$ cat src/rtl/hack_fetch_ctrl_pkg.sv
// Shared definitions for the Hack fetch/branch sequencer: widths, jump-field
// bit positions and FSM state encodings.
package hack_fetch_ctrl_pkg;

    localparam int ADDR_W = 15;
    localparam int WORD_W = 16;

    // C-instruction marker and jump bits (j1 = less-than, j2 = equal, j3 = greater-than)
    localparam int C_BIT   = 15;
    localparam int JLT_BIT = 2;
    localparam int JEQ_BIT = 1;
    localparam int JGT_BIT = 0;

    typedef enum logic [2:0] {
        ST_RST_HOLD = 3'd0,
        ST_IDLE     = 3'd1,
        ST_FETCH    = 3'd2,
        ST_EXEC     = 3'd3,
        ST_UPDATE   = 3'd4,
        ST_HALT     = 3'd5,
        ST_FAULT    = 3'd6
    } state_e;

endpackage

$ cat src/rtl/hack_fetch_ctrl_jump_eval.sv
// Combinational jump resolution from the C-instruction jump bits and ALU flags.
// Also used by the ALU trace checker, so it stays free of any sequencing state.
module hack_jump_eval
    import hack_fetch_ctrl_pkg::*;
(
    input  logic       is_c,
    input  logic [2:0] jmp,
    input  logic       zr,
    input  logic       ng,
    output logic       take
);

    assign take = is_c & ((jmp[JLT_BIT] & ng) |
                          (jmp[JEQ_BIT] & zr) |
                          (jmp[JGT_BIT] & ~ng & ~zr));

endmodule

$ cat src/rtl/hack_fetch_ctrl.sv
// Fetch/branch sequencer for the Hack CPU: fetches from ROM over req/ack,
// hands the word to execute, then strobes the pc with either a load or an increment.
module hack_fetch_ctrl
    import hack_fetch_ctrl_pkg::*;
#(
    parameter int RESET_CYCLES = 4,
    parameter int ROM_TIMEOUT  = 255
) (
    input  logic              clk,
    input  logic              rst_n,
    input  logic              run,
    input  logic [ADDR_W-1:0] pc_val,
    output logic              pc_load,
    output logic              pc_inc,
    output logic [ADDR_W-1:0] pc_target,
    output logic              rom_req,
    output logic [ADDR_W-1:0] rom_addr,
    input  logic              rom_ack,
    input  logic [WORD_W-1:0] rom_data,
    output logic [WORD_W-1:0] instr,
    output logic              instr_valid,
    input  logic              exec_done,
    input  logic              zr,
    input  logic              ng,
    input  logic [ADDR_W-1:0] a_val,
    output logic              halted,
    output logic              fault
);

    localparam logic [7:0] HOLD_LAST    = 8'(RESET_CYCLES);
    localparam logic [7:0] TIMEOUT_LAST = 8'(ROM_TIMEOUT - 1);

    state_e            state_r, state_nxt;
    logic [7:0]        hold_cnt_r, hold_cnt_nxt;
    logic [7:0]        wait_cnt_r, wait_cnt_nxt;
    logic [WORD_W-1:0] instr_r, instr_nxt;
    logic [ADDR_W-1:0] tgt_r, tgt_nxt;
    logic [ADDR_W-1:0] rom_addr_r, rom_addr_nxt;
    logic              rom_req_r, rom_req_nxt;
    logic              instr_valid_r, instr_valid_nxt;
    logic              pc_load_r, pc_load_nxt;
    logic              pc_inc_r, pc_inc_nxt;
    logic              halt_pend_r, halt_pend_nxt;
    logic              halted_r, halted_nxt;
    logic              fault_r, fault_nxt;
    logic              take_s;
    logic              halt_hit_s;

    hack_jump_eval u_jump_eval (
        .is_c (instr_r[C_BIT]),
        .jmp  (instr_r[2:0]),
        .zr   (zr),
        .ng   (ng),
        .take (take_s)
    );

    assign halt_hit_s = take_s & (instr_r[2:0] == 3'b111) & (a_val == rom_addr_r);

    // Next-state and next-value logic for every registered output
    always_comb begin
        state_nxt       = state_r;
        hold_cnt_nxt    = hold_cnt_r;
        wait_cnt_nxt    = wait_cnt_r;
        instr_nxt       = instr_r;
        tgt_nxt         = tgt_r;
        rom_addr_nxt    = rom_addr_r;
        rom_req_nxt     = rom_req_r;
        instr_valid_nxt = 1'b0;
        pc_load_nxt     = 1'b0;
        pc_inc_nxt      = 1'b0;
        halt_pend_nxt   = halt_pend_r;
        halted_nxt      = halted_r;
        fault_nxt       = fault_r;
        case (state_r)
            ST_RST_HOLD: begin
                if (hold_cnt_r == HOLD_LAST) begin
                    state_nxt = ST_IDLE;
                end else begin
                    hold_cnt_nxt = hold_cnt_r + 8'd1;
                end
            end
            ST_IDLE: begin
                if (run) begin
                    state_nxt    = ST_FETCH;
                    rom_req_nxt  = 1'b1;
                    rom_addr_nxt = pc_val;
                    wait_cnt_nxt = 8'd0;
                end else begin
                    state_nxt = ST_IDLE;
                end
            end
            ST_FETCH: begin
                // An ack on the final wait cycle is checked first so it beats the timeout
                if (rom_ack) begin
                    state_nxt       = ST_EXEC;
                    instr_nxt       = rom_data;
                    instr_valid_nxt = 1'b1;
                    rom_req_nxt     = 1'b0;
                end else if (wait_cnt_r == TIMEOUT_LAST) begin
                    state_nxt   = ST_FAULT;
                    rom_req_nxt = 1'b0;
                    fault_nxt   = 1'b1;
                end else begin
                    wait_cnt_nxt = wait_cnt_r + 8'd1;
                end
            end
            ST_EXEC: begin
                // Strobes are decided here so they are high during the UPDATE cycle itself
                if (exec_done) begin
                    state_nxt     = ST_UPDATE;
                    tgt_nxt       = a_val;
                    pc_load_nxt   = take_s & ~halt_hit_s;
                    pc_inc_nxt    = ~take_s;
                    halt_pend_nxt = halt_hit_s;
                end else begin
                    state_nxt = ST_EXEC;
                end
            end
            ST_UPDATE: begin
                if (halt_pend_r) begin
                    state_nxt  = ST_HALT;
                    halted_nxt = 1'b1;
                end else if (run) begin
                    // pc updates on this same edge, so fetch from the value it is about to take
                    state_nxt    = ST_FETCH;
                    rom_req_nxt  = 1'b1;
                    rom_addr_nxt = pc_load_r ? tgt_r : pc_val + 15'd1;
                    wait_cnt_nxt = 8'd0;
                end else begin
                    state_nxt = ST_IDLE;
                end
            end
            ST_HALT: begin
                state_nxt = ST_HALT;
            end
            ST_FAULT: begin
                state_nxt = ST_FAULT;
            end
            default: begin
                state_nxt   = ST_RST_HOLD;
                rom_req_nxt = 1'b0;
            end
        endcase
    end

    // State and output registers; async reset clears every output at once
    always_ff @(posedge clk or negedge rst_n) begin
        if (!rst_n) begin
            state_r       <= ST_RST_HOLD;
            hold_cnt_r    <= 8'd0;
            wait_cnt_r    <= 8'd0;
            instr_r       <= 16'd0;
            tgt_r         <= 15'd0;
            rom_addr_r    <= 15'd0;
            rom_req_r     <= 1'b0;
            instr_valid_r <= 1'b0;
            pc_load_r     <= 1'b0;
            pc_inc_r      <= 1'b0;
            halt_pend_r   <= 1'b0;
            halted_r      <= 1'b0;
            fault_r       <= 1'b0;
        end else begin
            state_r       <= state_nxt;
            hold_cnt_r    <= hold_cnt_nxt;
            wait_cnt_r    <= wait_cnt_nxt;
            instr_r       <= instr_nxt;
            tgt_r         <= tgt_nxt;
            rom_addr_r    <= rom_addr_nxt;
            rom_req_r     <= rom_req_nxt;
            instr_valid_r <= instr_valid_nxt;
            pc_load_r     <= pc_load_nxt;
            pc_inc_r      <= pc_inc_nxt;
            halt_pend_r   <= halt_pend_nxt;
            halted_r      <= halted_nxt;
            fault_r       <= fault_nxt;
        end
    end

    assign pc_load     = pc_load_r;
    assign pc_inc      = pc_inc_r;
    assign pc_target   = tgt_r;
    assign rom_req     = rom_req_r;
    assign rom_addr    = rom_addr_r;
    assign instr       = instr_r;
    assign instr_valid = instr_valid_r;
    assign halted      = halted_r;
    assign fault       = fault_r;

endmodule
$ cat config.mk
export PLATFORM = sky130hd
export DESIGN_NAME = hack_fetch_ctrl
export DESIGN_NICKNAME = d
export VERILOG_FILES = /design/src/rtl/hack_fetch_ctrl_pkg.sv /design/src/rtl/hack_fetch_ctrl_jump_eval.sv /design/src/rtl/hack_fetch_ctrl.sv
export SDC_FILE = /design/constraint.sdc
export NUM_CORES = 1
export LEC_CHECK = 0
export CAP_MARGIN = 30
export CORE_MARGIN = 5
export CORE_UTILIZATION = 44
export CTS_BUF_LIST = sky130_fd_sc_hd__clkbuf_4 sky130_fd_sc_hd__clkbuf_8 sky130_fd_sc_hd__clkbuf_16
export CTS_CLUSTER_DIAMETER = 40
export DETAILED_ROUTE_END_ITERATION = 12
export PLACE_DENSITY = 0.74
export REMOVE_ABC_BUFFERS = 1
export SLEW_MARGIN = 20
export SYNTH_ARGS = -nofsm -noshare
export SYNTH_HDL_FRONTEND = slang
export SYNTH_HIERARCHICAL = 1
export SYNTH_SLANG_ARGS = --single-unit
$ cat constraint.sdc
create_clock -name clk -period 3.4 [get_ports clk]
set_input_delay 0.68 -clock clk [delete_from_list [all_inputs] [get_ports clk]]
set_output_delay 0.68 -clock clk [all_outputs]
set_load 0.01 [all_outputs]
==> flow_summary.json <==
{
  "clkTransAtPathRegs_ps": 80,
  "grt_pass1_vias": 3452,
  "areaGrowthSynthToFinish_pct": 33.27,
  "clk_latency_ps": 350,
  "use_met1_pct": 26.57,
  "synth_seq_cells": 72,
  "dp.final_hpwl_um": 7763,
  "worstPathCellList": "clkdlybuf4s50_1",
  "gp_congestion": 0.8226,
  "antenna_found_initial": 0,
  "syn_area_um2": 3911,
  "cp-start-kind": "flip-flop",
  "relSlewSlack_pct": 54.78,
  "post_cts_buffers": 0,
  "power_frac_seq_pct": 40.2,
  "maxSlewViolCount": 0,
  "grt_start_max_net_pins": 45,
  "cp_num_buf_inv": 1,
  "crit_path_max_fanout": 20,
  "cp.arrival_ps": 1770,
  "die_area_um2": 10870,
  "required_ps": 2720,
  "ys_top_cells_by_area": "dfrtp_1 (46%), nand2_1 (7.2%), mux2_2 (4.9%)",
  "ir_drop_uv": 323.5,
  "dp_slack_ps": 726.7,
  "wl_um": 10380,
  "period_needed_ps": 2452,
  "synth_top_cell_by_area": "dfrtp_1",
  "period_share_pct": 72.11,
  "setup_tns_ps": 0,
  "fp.dieH_um": 104.3,
  "initial_utilization_pct": 45.07,
  "synth_seq_area_share_pct": 46.07,
  "nFillCells": 779,
  "vias_per_cell": 5.524,
  "r2r_cells": 4,
  "io_pins": 105,
  "detail-route-antenna-nets": 0,
  "outcome": "completed",
  "maxCapViolations": 0,
  "cp-end-kind": "primary output",
  "gr-total-overflow": 0,
  "switching_share_pct": 37.89,
  "grt_usage_pct": 19.52,
  "synth_commonest_cells": "nand2_1 (75), dfrtp_1 (72), nand3_1 (20), nor2_1 (18)",
  "h-tree-depth": 3,
  "synth-async-reset-ratio_pct": 100.0,
  "synth.distinct_cells": 61,
  "layout_setup_ws_ps": 948.3,
  "synth-edff-count": 0,
  "hold-worst-slack_ps": 347.9,
  "synthFlopType": "dfrtp_1",
  "cts_resized": 0,
  "crit_path_top_delay_cell": "dfrtp_1",
  "fin_nets": 565,
  "route.vias.total": 3425,
  "critPathKind": "flip-flop to primary output",
  "yosysTopAreaCellShare_pct": 46.07,
  "combPwrFrac_pct": 43.9,
  "internal_power_mw": 2.428,
  "cts_tree": "yes",
  "grt_use_met2_pct": 31.13,
  "grt_most_used_layer": "met2",
  "postSynthAreaPerCell_um2": 9.634,
  "hold_viol": 0,
  "power_density_nw_per_um2": 749.9,
  "holdCritPathClass": "input pin to asynchronous set/reset pin",
  "multiInputGateArea_um2": 1969,
  "cts_hold_buf": 0,
  "cts_buffers": 9,
  "clock_power_share_pct": 15.9,
  "rsz0062_at_grt": "false",
  "rows": 34,
  "setup_viol": 0,
  "max_stage_delay_ps": 770,
  "path_depth": 1,
  "port_buffers": 104,
  "cts.path.max_buffers": 2,
  "crit_family": "flip-flops",
  "fin_skew_ps": 11.98,
  "first_pass_iters": 4,
  "drt-initial-drc-count": 150,
  "gr-usage-met3_pct": 4.842,
  "yosys_warnings": 6,
  "timing.rr.start": "state_r[0]$_DFFE_PN0P_",
  "postLayoutCoreUtil_pct": 60.06,
  "p_leak_nw": 2.187,
  "drive_gt1_share_pct": 9.570,
  "antenna_cells": 0,
  "core_area_um2": 8678,
  "seq_area_um2": 1802,
  "p_sw_mw": 1.481,
  "root_buffer": "clkbuf_8",
  "synthCells": 406,
  "avgRoutedWirePerCell_um": 16.75,
  "clock_sinks": 72,
  "die_x_um": 104.3,
  "cp-startpoint": "pc_load$_DFF_PN0_",
  "yosysMostFrequentCell": "nand2_1",
  "tightest_slew_ps": 661.3,
  "fmax_mhz": 407.9,
  "drc_errors": 0,
  "grt_first_pass_wirelength_um": 17580
}
[cell type report]
type / count / area share [%]
clock buffer: 10 / 2.520
clock inverter: 6 / 0.8641
inverter: 11 / 0.7921
multi-input combinational: 302 / 37.78
sequential: 72 / 34.57
tap: 108 / 2.592
timing repair buffer: 111 / 20.88
[metrics by stage]
stage / area [um^2] / std cells / power, mW
floorplan: 3797 / 385 / 2.379
detailed placement: 5036 / 604 / 3.319
global route: 5213 / 620 / 4.204
finish: 5213 / 620 / 3.909
global placement: 5036 / 604 / 3.258
CTS: 5213 / 620 / 3.950
[registers in the layout (all words and copies together) (netlist names)]
name         flops
fault            1
halt_pend_r      1
halted           1
hold_cnt_r       8
instr           16
instr_valid      1
pc_inc           1
pc_load          1
pc_target       15
rom_addr        15
rom_req          1
state_r          3
wait_cnt_r       8
[cells by family after synthesis]
group,Yosys count,synth area share [%]
AND/OR/NAND/NOR,168,21.15
multiplexers,28,7.710
AO/OA/AOI/OAI,77,14.14
XOR/XNOR,24,5.374
flip-flops,72,46.07
buffers and inverters,32,3.967
adder cells (fa/ha/maj),5,1.599
[metal layers]
layer,vias up,share of wire [%]
met5,-,0
met4,0,1.6
met3,13,4.9
met2,97,48
met1,1661,46
li1,1654,-
[power by group through the flow]
stage	sequential, mW	clock, mW	combinational (mW)
6_report	1.57	0.621	1.71
5_1_grt	1.64	0.679	1.88
4_1_cts	1.57	0.635	1.74
3_5_place_dp	1.59	0	1.73
3_3_place_gp	1.57	0	1.69
2_1_floorplan	1.63	0	0.744
[cell usage in the layout (no fill, tap or decap), drive strengths merged, types with 2 or more instances in the layout]
| master | n |
|---|---|
| buf | 8 |
| nand3b | 3 |
| o21bai | 3 |
| dfrtp | 72 |
| nor3b | 2 |
| ha | 5 |
| mux2i | 11 |
| or3b | 3 |
| o22ai | 2 |
| a31oi | 3 |
| nor2 | 18 |
| o31ai | 5 |
| nand2 | 75 |
| a211oi | 4 |
| o41ai | 3 |
| nand2b | 9 |
| a2111oi | 5 |
| nor4 | 8 |
| xor2 | 17 |
| clkinv | 5 |
| mux2 | 17 |
| inv | 12 |
| o211ai | 3 |
| nand3 | 20 |
| a41oi | 2 |
| xnor2 | 7 |
| clkbuf | 10 |
| o21a | 2 |
| nand4 | 8 |
| a21oi | 13 |
| clkdlybuf4s50 | 103 |
| and3 | 3 |
| or4 | 2 |
| nor3 | 8 |
| o21ai | 15 |
| a21o | 6 |
| a22oi | 2 |
[worst paths after layout]
check                                                end  slack, ps
worst max-delay path                             pc_load        950
worst min-delay path                   fault$_DFFE_PN0P_        350
worst max register to register   rom_addr[9]$_DFFE_PN0P_       1070
worst min register to register         fault$_DFFE_PN0P_        470
max in group asynchronous       pc_target[4]$_DFFE_PN0P_       2590
min in group clk                       fault$_DFFE_PN0P_        470
No activity file was read; power rests on OpenSTA's default activity.
